`src/rtl/fdivsu_seq.sv`:
```
`default_nettype none
// ============================================================================
// Module      : fdivsu_seq
// Description : Bit-serial restoring fractional divider; inverse of FMULSU.
// Revision    : 1.0 - initial release
// ============================================================================

module fdivsu_seq #(
  parameter int W = 8
) (
  input  logic         i_clk,
  input  logic         i_rst_n,
  input  logic         i_start,
  input  logic [W-1:0] i_r1,
  input  logic [W-1:0] i_r0,
  input  logic [W-1:0] i_rr,
  input  logic         i_ack,
  output logic         o_ready,
  output logic         o_valid,
  output logic [W-1:0] o_quot,
  output logic [W-1:0] o_rem,
  output logic         o_ovf,
  output logic         o_dz
);

  localparam int DW = 2 * W - 1;
  localparam int CW = $clog2(DW);

  localparam logic [1:0] S_IDLE = 2'd0;
  localparam logic [1:0] S_CALC = 2'd1;
  localparam logic [1:0] S_FIX  = 2'd2;
  localparam logic [1:0] S_DONE = 2'd3;

  localparam logic [CW-1:0] CNT_INIT = CW'(DW - 1);
  localparam logic [W-1:0]  QMAX     = {1'b0, {(W-1){1'b1}}};
  localparam logic [W-1:0]  QMIN     = {1'b1, {(W-1){1'b0}}};
  localparam logic [DW-1:0] POS_LIM  = DW'((1 << (W - 1)) - 1);
  localparam logic [DW-1:0] NEG_LIM  = DW'(1 << (W - 1));

  logic [1:0]    state_q, state_d;
  logic [CW-1:0] cnt_q, cnt_d;
  logic [DW-1:0] dmag_q, dmag_d;
  logic [DW-1:0] qmag_q, qmag_d;
  logic [W-1:0]  prem_q, prem_d;
  logic [W-1:0]  rr_q, rr_d;
  logic          neg_q, neg_d;
  logic [W-1:0]  quot_q, quot_d;
  logic [W-1:0]  rem_q, rem_d;
  logic          ovf_q, ovf_d;
  logic          dz_q, dz_d;
  logic          valid_q, valid_d;

  // The product pair carries one extra LSB; the arithmetic shift drops it.
  logic [2*W-1:0] w_dsh;
  logic [2*W-1:0] w_dabs;
  logic [W:0]     w_trial;
  logic           w_ge;

  assign w_dsh   = {i_r1[W-1], i_r1, i_r0[W-1:1]};
  assign w_dabs  = i_r1[W-1] ? (~w_dsh + 1'b1) : w_dsh;
  assign w_trial = {prem_q, dmag_q[DW-1]};
  assign w_ge    = (w_trial >= {1'b0, rr_q});

  always_ff @(posedge i_clk or negedge i_rst_n) begin
    if (!i_rst_n) begin
      state_q <= S_IDLE;
      cnt_q   <= '0;
      dmag_q  <= '0;
      qmag_q  <= '0;
      prem_q  <= '0;
      rr_q    <= '0;
      neg_q   <= 1'b0;
      quot_q  <= '0;
      rem_q   <= '0;
      ovf_q   <= 1'b0;
      dz_q    <= 1'b0;
      valid_q <= 1'b0;
    end else begin
      state_q <= state_d;
      cnt_q   <= cnt_d;
      dmag_q  <= dmag_d;
      qmag_q  <= qmag_d;
      prem_q  <= prem_d;
      rr_q    <= rr_d;
      neg_q   <= neg_d;
      quot_q  <= quot_d;
      rem_q   <= rem_d;
      ovf_q   <= ovf_d;
      dz_q    <= dz_d;
      valid_q <= valid_d;
    end
  end

  always_comb begin
    state_d = state_q;
    cnt_d   = cnt_q;
    dmag_d  = dmag_q;
    qmag_d  = qmag_q;
    prem_d  = prem_q;
    rr_d    = rr_q;
    neg_d   = neg_q;
    quot_d  = quot_q;
    rem_d   = rem_q;
    ovf_d   = ovf_q;
    dz_d    = dz_q;
    valid_d = 1'b0;

    case (state_q)
      S_IDLE: begin
        if (i_start) begin
          state_d = S_CALC;
          cnt_d   = CNT_INIT;
          dmag_d  = w_dabs[DW-1:0];
          neg_d   = i_r1[W-1];
          rr_d    = i_rr;
          qmag_d  = '0;
          prem_d  = '0;
          ovf_d   = 1'b0;
          dz_d    = 1'b0;
        end
      end

      S_CALC: begin
        // Remainder stays below rr, so the W-bit difference is exact.
        prem_d = w_ge ? (w_trial[W-1:0] - rr_q) : w_trial[W-1:0];
        qmag_d = {qmag_q[DW-2:0], w_ge};
        dmag_d = {dmag_q[DW-2:0], 1'b0};
        cnt_d  = cnt_q - 1'b1;
        if (cnt_q == '0) begin
          state_d = S_FIX;
        end
      end

      S_FIX: begin
        state_d = S_DONE;
        rem_d   = neg_q ? (-prem_q) : prem_q;
        if (rr_q == '0) begin
          dz_d   = 1'b1;
          ovf_d  = 1'b0;
          rem_d  = '0;
          quot_d = neg_q ? QMIN : QMAX;
        end else if (!neg_q && (qmag_q > POS_LIM)) begin
          ovf_d  = 1'b1;
          quot_d = QMAX;
        end else if (neg_q && (qmag_q > NEG_LIM)) begin
          ovf_d  = 1'b1;
          quot_d = QMIN;
        end else begin
          ovf_d  = 1'b0;
          quot_d = neg_q ? (-qmag_q[W-1:0]) : qmag_q[W-1:0];
        end
      end

      S_DONE: begin
        valid_d = 1'b1;
        if (valid_q && i_ack) begin
          state_d = S_IDLE;
          valid_d = 1'b0;
        end
      end

      default: begin
        state_d = S_IDLE;
      end
    endcase
  end

  always_comb begin
    o_ready = (state_q == S_IDLE);
    o_valid = valid_q;
    o_quot  = quot_q;
    o_rem   = rem_q;
    o_ovf   = ovf_q;
    o_dz    = dz_q;
  end

endmodule

`default_nettype wire

```
`config.mk`:
```
export PLATFORM = sky130hd
export DESIGN_NAME = fdivsu_seq
export DESIGN_NICKNAME = d
export VERILOG_FILES = /design/src/rtl/fdivsu_seq.sv
export SDC_FILE = /design/constraint.sdc
export NUM_CORES = 1
export LEC_CHECK = 0
export CAP_MARGIN = 20
export CORE_MARGIN = 2
export CORE_UTILIZATION = 30
export DETAILED_ROUTE_END_ITERATION = 10
export SETUP_SLACK_MARGIN = 0.5
export SLEW_MARGIN = 15
export SYNTH_ARGS = -nofsm -noshare
export SYNTH_HDL_FRONTEND = slang
export SYNTH_SLANG_ARGS = --single-unit
```
`constraint.sdc`:
```
create_clock -name i_clk -period 2.8 [get_ports i_clk]
set_input_delay 0.42 -clock i_clk [delete_from_list [all_inputs] [get_ports i_clk]]
set_output_delay 0.42 -clock i_clk [all_outputs]
set_load 0.05 [all_outputs]
```
Word level (Yosys, flattened, before mapping) --
Cells that the tools add are included.
Cells by class: add/subtract/negate cells 5, magnitude comparators 3, eq/ne operators 7, mux-type cells 30, bitwise logic cells 1, reductions and logical operators 14
Operators with widths (number):
- $mux 8 | 9
- $pmux 15 s2 | 2
- $mux 15 | 3
- $neg 8->8 | 2
- $pmux 8 s2 | 1
- $add 15x1->15 const B | 1
- $gt 15x7->1 const B | 1
- $gt 15x8->1 const B | 1
- $not 15->15 | 1
- $ge 9x8->1 | 1
- $logic_not 8->1 | 1
- $ne 2x2->1 const B | 4
- $pmux 2 s4 | 1
- $pmux 4 s2 | 1
- $sub 8x8->8 | 1
- $mux 1 | 7
- $mux 2 | 3
- $reduce_and 2->1 | 3
- $reduce_and 3->1 | 2
- $eq 2x2->1 const B | 2
- $logic_not 4->1 | 1
- $mux 4 | 1
- $pmux 1 s2 | 2
- $reduce_bool 2->1 | 2
- 5 further kinds | 7
Storage, ports and cells: flip-flop bits (word level) 72, output and inout port bits 20

Longest topological paths before layout --
depth after elaboration 6, gate-level depth with buffers 9, depth with buffers taken out 9

Worst setup path after synthesis --
No wires, ideal clock.
path kind register to register, start register state_q[0], end register dmag_q[4], data arrival time 2.298 ns, required time 2.664 ns, path slack 0.366 ns, cell stages (with the launch flop) 9, path buffers 3, path through dfrtp_1 -> inv_1 -> ha_1 -> clkbuf_1 -> inv_1 -> a21boi_0 -> buf_2 -> buf_1 -> o21ai_0
On the way: word-level cells in the longest chain between the ends 3, elaborated cells on any way between the ends 6, classes of those cells eq/ne (2); mux (1); reduce/logical (3)
Ends and longest elaborated chain:
- from (decl) | line 40 | logic [1:0] state_q, state_d;
- from (signal assigned) | line 79 | state_q <= state_d;
- $logic_not 2->1 (*)
- named net o_ready | line 18 | output logic o_ready,
- $ne 2x2->1 (no source line) or $reduce_bool 2->1 (tied branches)
- $reduce_and 2->1 (no source line)
- to (signal assigned) | line 81 | dmag_q <= dmag_d;
- to (decl) | line 42 | logic [DW-1:0] dmag_q, dmag_d;
The timed path passes the listed nets; every way through them passes the cells marked *. A chain may end at the register's enable or synchronous reset.

Worst setup path after layout --
start input i_r1[1], end register dmag_q[13]
On the way: word-level cells in the longest chain between the ends 5
Ends and longest elaborated chain:
- from (decl) | line 14 | input logic [W-1:0] i_r1,
- $not 15->15 | line 60 | assign w_dabs = i_r1[W-1] ? (~w_dsh + 1'b1) : w_dsh;
- $add 15x1->15 | line 60
- $mux 15 | line 60
- $mux 15 | line 110 | if (i_start) begin
- $pmux 15 s2 | line 108 | case (state_q)
Every way passes these cells. The select of a mux whose other input is x is not followed.

==> impl_metrics.sql <==
INSERT INTO impl_metrics (metric_group, metric, value, unit) VALUES
('run_status', 'outcome', 'finished clean', ''),
('yosys', 'ys_seq_area_frac', '0.4372', ''),
('cells_and_area', 'finish.utilization', '0.3926', ''),
('die', 'io_pins', '48', ''),
('setup_path', 'kind_of_critical_path', 'primary input to register', ''),
('yosys', 'synth.avg_cell_area', '9.563', 'um^2'),
('timing', 'setup_repair_after_global_routing_missed_its_margin', 'no', ''),
('clock_network', 'tritoncts.num_buffers', '9', ''),
('placed_design', 'detailed_place_hpwl', '7262', 'um'),
('clock_network', 'clock_insertion_delay_worst_skew', '340', 'ps'),
('cells_and_area', 'nets', '527', ''),
('timing', 'fin_crit', '2232', 'ps'),
('detailed_routing', 'finalWirelength', '10050', 'um'),
('global_routing', 'gr-max-usage-layer', 'met2', ''),
('clock_network', 'clock_sinks', '72', ''),
('clock_network', 'h-tree-depth', '3', ''),
('timing', 'worst_clock_skew', '6.408', 'ps'),
('detailed_routing', 'drt_drc_violations_left', '0', ''),
('global_routing', 'groute.usage.overall', '0.1449', ''),
('yosys', 'postSynth.asyncResetShare', '1.000', ''),
('cells_and_area', 'area_growth_syn_to_layout', '27.14', '%'),
('global_routing', 'number_of_global_route_vias_before_repair', '3390', ''),
('yosys', 'top_reg_cell_synth', 'sky130_fd_sc_hd__dfrtp_1', ''),
('yosys', 'synth_nets', '477', ''),
('detailed_routing', 'wire_per_inst', '15.17', 'um'),
('yosys', 'synth_top_area_share', '0.4372', ''),
('power_and_ir_drop', 'power.ir.vdd_worst', '0.4220', 'mV'),
('timing', 'timing_worst_slew_pin_value', '738.2', 'ps'),
('timing', 'worst_slew_margin_rel', '0.5046', ''),
('setup_path', 'r2r-start', 'dmag_q[14]', ''),
('setup_path', 'path_common_cell', 'sky130_fd_sc_hd__or4_4', ''),
('timing', 'fin_ws', '568.0', 'ps'),
('clock_network', 'clk_pin_slew', '60', 'ps'),
('die', 'dieWidth', '121.2', 'um'),
('yosys', 'yosys_warnings', '0', ''),
('cells_and_area', 'num_antenna_cells', '0', ''),
('setup_path', 'cpLargestDelayFamily', 'simple AND/OR/NAND/NOR gates', ''),
('timing', 'hold_viol', '0', ''),
('setup_path', 'worstPathCellList', 'clkdlybuf4s50_1, or4_4, or4_4, o41ai_4, xor2_1, a21oi_1', ''),
('yosys', 'post_synth_design_cell_area', '4121', 'um^2'),
('placed_design', 'portBuffers', '46', ''),
('die', 'floorplan.rows', '42', ''),
('timing', 'max_clock_freq', '448.0', 'MHz'),
('detailed_routing', 'vias', '3395', ''),
('global_routing', 'met3_usage', '0.02585', ''),
('global_routing', 'grt_pass1_wl', '16950', 'um'),
('cells_and_area', 'most-common-layout-cells', '72 x sky130_fd_sc_hd__dfrtp_1, 43 x sky130_fd_sc_hd__clkdlybuf4s50_1, 39 x sky130_fd_sc_hd__o21ai_0', ''),
('die', 'die_area', '14690', 'um^2'),
('clock_network', 'post_cts_hold_buffer_count', '0', ''),
('setup_path', 'crit_path_start_kind', 'primary input', ''),
('yosys', 'postSynthRegisterBits', '72', ''),
('yosys', 'netlist-cell-type-count', '56', ''),
('global_routing', 'use_met2', '0.2170', ''),
('global_routing', 'grt_max_degree', '38', ''),
('setup_path', 'worst_path_max_fanout', '3', ''),
('die', 'floorplan.die.height', '121.2', 'um'),
('min_path', 'min_path_type', 'primary input to async pin', ''),
('placed_design', 'dp_cells', '645', ''),
('detailed_routing', 'drt_first_pass_iters', '4', ''),
('setup_path', 'worst_path_max_delay_cell', 'sky130_fd_sc_hd__or4_4', ''),
('detailed_routing', 'detailed_route_vias_per_instance', '5.128', ''),
('job', 'max-cap-violations', '0', ''),
('setup_path', 'timing.critical_path.slowest_cell_delay', '550', 'ps'),
('setup_path', 'worst_ep_required_time', '3010', 'ps'),
('setup_path', 'timing.critical_path.arrival', '2440', 'ps'),
('yosys', 'synth.area.top_cells', 'sky130_fd_sc_hd__dfrtp_1 44%, sky130_fd_sc_hd__ha_1 5.2%, sky130_fd_sc_hd__o21ai_0 5.0%, sky130_fd_sc_hd__nand2_1 3.1%, sky130_fd_sc_hd__a22o_1 3.0%', ''),
('timing', 'finalMaxSlewViolations', '0', ''),
('cells_and_area', 'instances_no_fill', '662', ''),
('yosys', 'synth_edf_count', '0', ''),
('die', 'placeableCoreArea', '13350', 'um^2'),
('placed_design', 'place_congestion', '0.8438', '');
## final timing paths
path / to / slack, ps / cells after the start
setup / recovery: dmag_q[13] / 570 / 6
hold / removal: o_valid / 120 / 2
setup reg to reg: prem_q[6] / 620 / 9
hold reg to reg: dmag_q[7] / 480 / 2
max in group asynchronous: cnt_q[0] / 2350 / 2
min in group i_clk: dmag_q[7] / 480 / 2
## through the flow
step | total power [mW] | area, um^2
4_1_cts | 6.271 | 5170
2_1_floorplan | 4.021 | 4124
6_report | 6.303 | 5240
3_5_place_dp | 4.950 | 4828
5_1_grt | 6.781 | 5240
3_3_place_gp | 4.839 | 4828
## cells by family after synthesis
logic type | share of synthesized area
AOI/OAI and AO/OA | 0.2241
xor gates and xnor gates | 0.05738
adders and majority gates | 0.05647
buffers and inverters | 0.04584
DFF | 0.4372
muxes | 0.03916
and+or+nand+nor | 0.1400
## Yosys cell counts (all sizes together) (6+ instances only)
cell type  number
a31oi           6
o2bb2ai         6
inv            26
nor2           22
o31ai          12
nand3           7
mux2i           6
dfrtp          72
xor2           13
mux2            9
clkbuf         18
nor3            8
nand2          34
o21ai          42
nand4           7
a22o           14
xnor2          14
a21oi          20
ha             17
## routing by layer
| metal | up-vias | wire length (um) |
|---|---|---|
| met5 | - | 0 |
| met4 | 0 | 114 |
| met3 | 13 | 306 |
| met2 | 66 | 4613 |
| met1 | 1638 | 5010 |
| li1 | 1678 | - |
## power breakdown
part	switching [mW]	internal, mW
Sequential	0.378	1.44
Clock	0.435	0.870
Combinational	1.91	1.27
## flip-flops by register name (all words and copies together), names as in the netlist
register / cells
o_rem: 8
o_valid: 1
o_quot: 8
state_q: 2
rr_q: 8
dmag_q: 15
prem_q: 8
qmag_q: 15
o_dz: 1
neg_q: 1
o_ovf: 1
cnt_q: 4
## cell type report
type | count | area, um^2
Sequential cell | 72 | 1802
Tap cell | 176 | 220.2
Fill cell | 1390 | 8108
Multi-Input combinational cell | 309 | 2202
Clock inverter | 5 | 105.1
Inverter | 27 | 101.3
Timing Repair Buffer | 62 | 576.8
Clock buffer | 11 | 232.7
## what timing repair did
action | CTS | global route
pin swaps | 0 | 2
setup endpoints to repair | 6 | 15
hold endpoints to repair | 0 | 0
resized for setup | 3 | 12
setup buffers | 0 | 1
No activity file was read; power rests on OpenSTA's default activity.
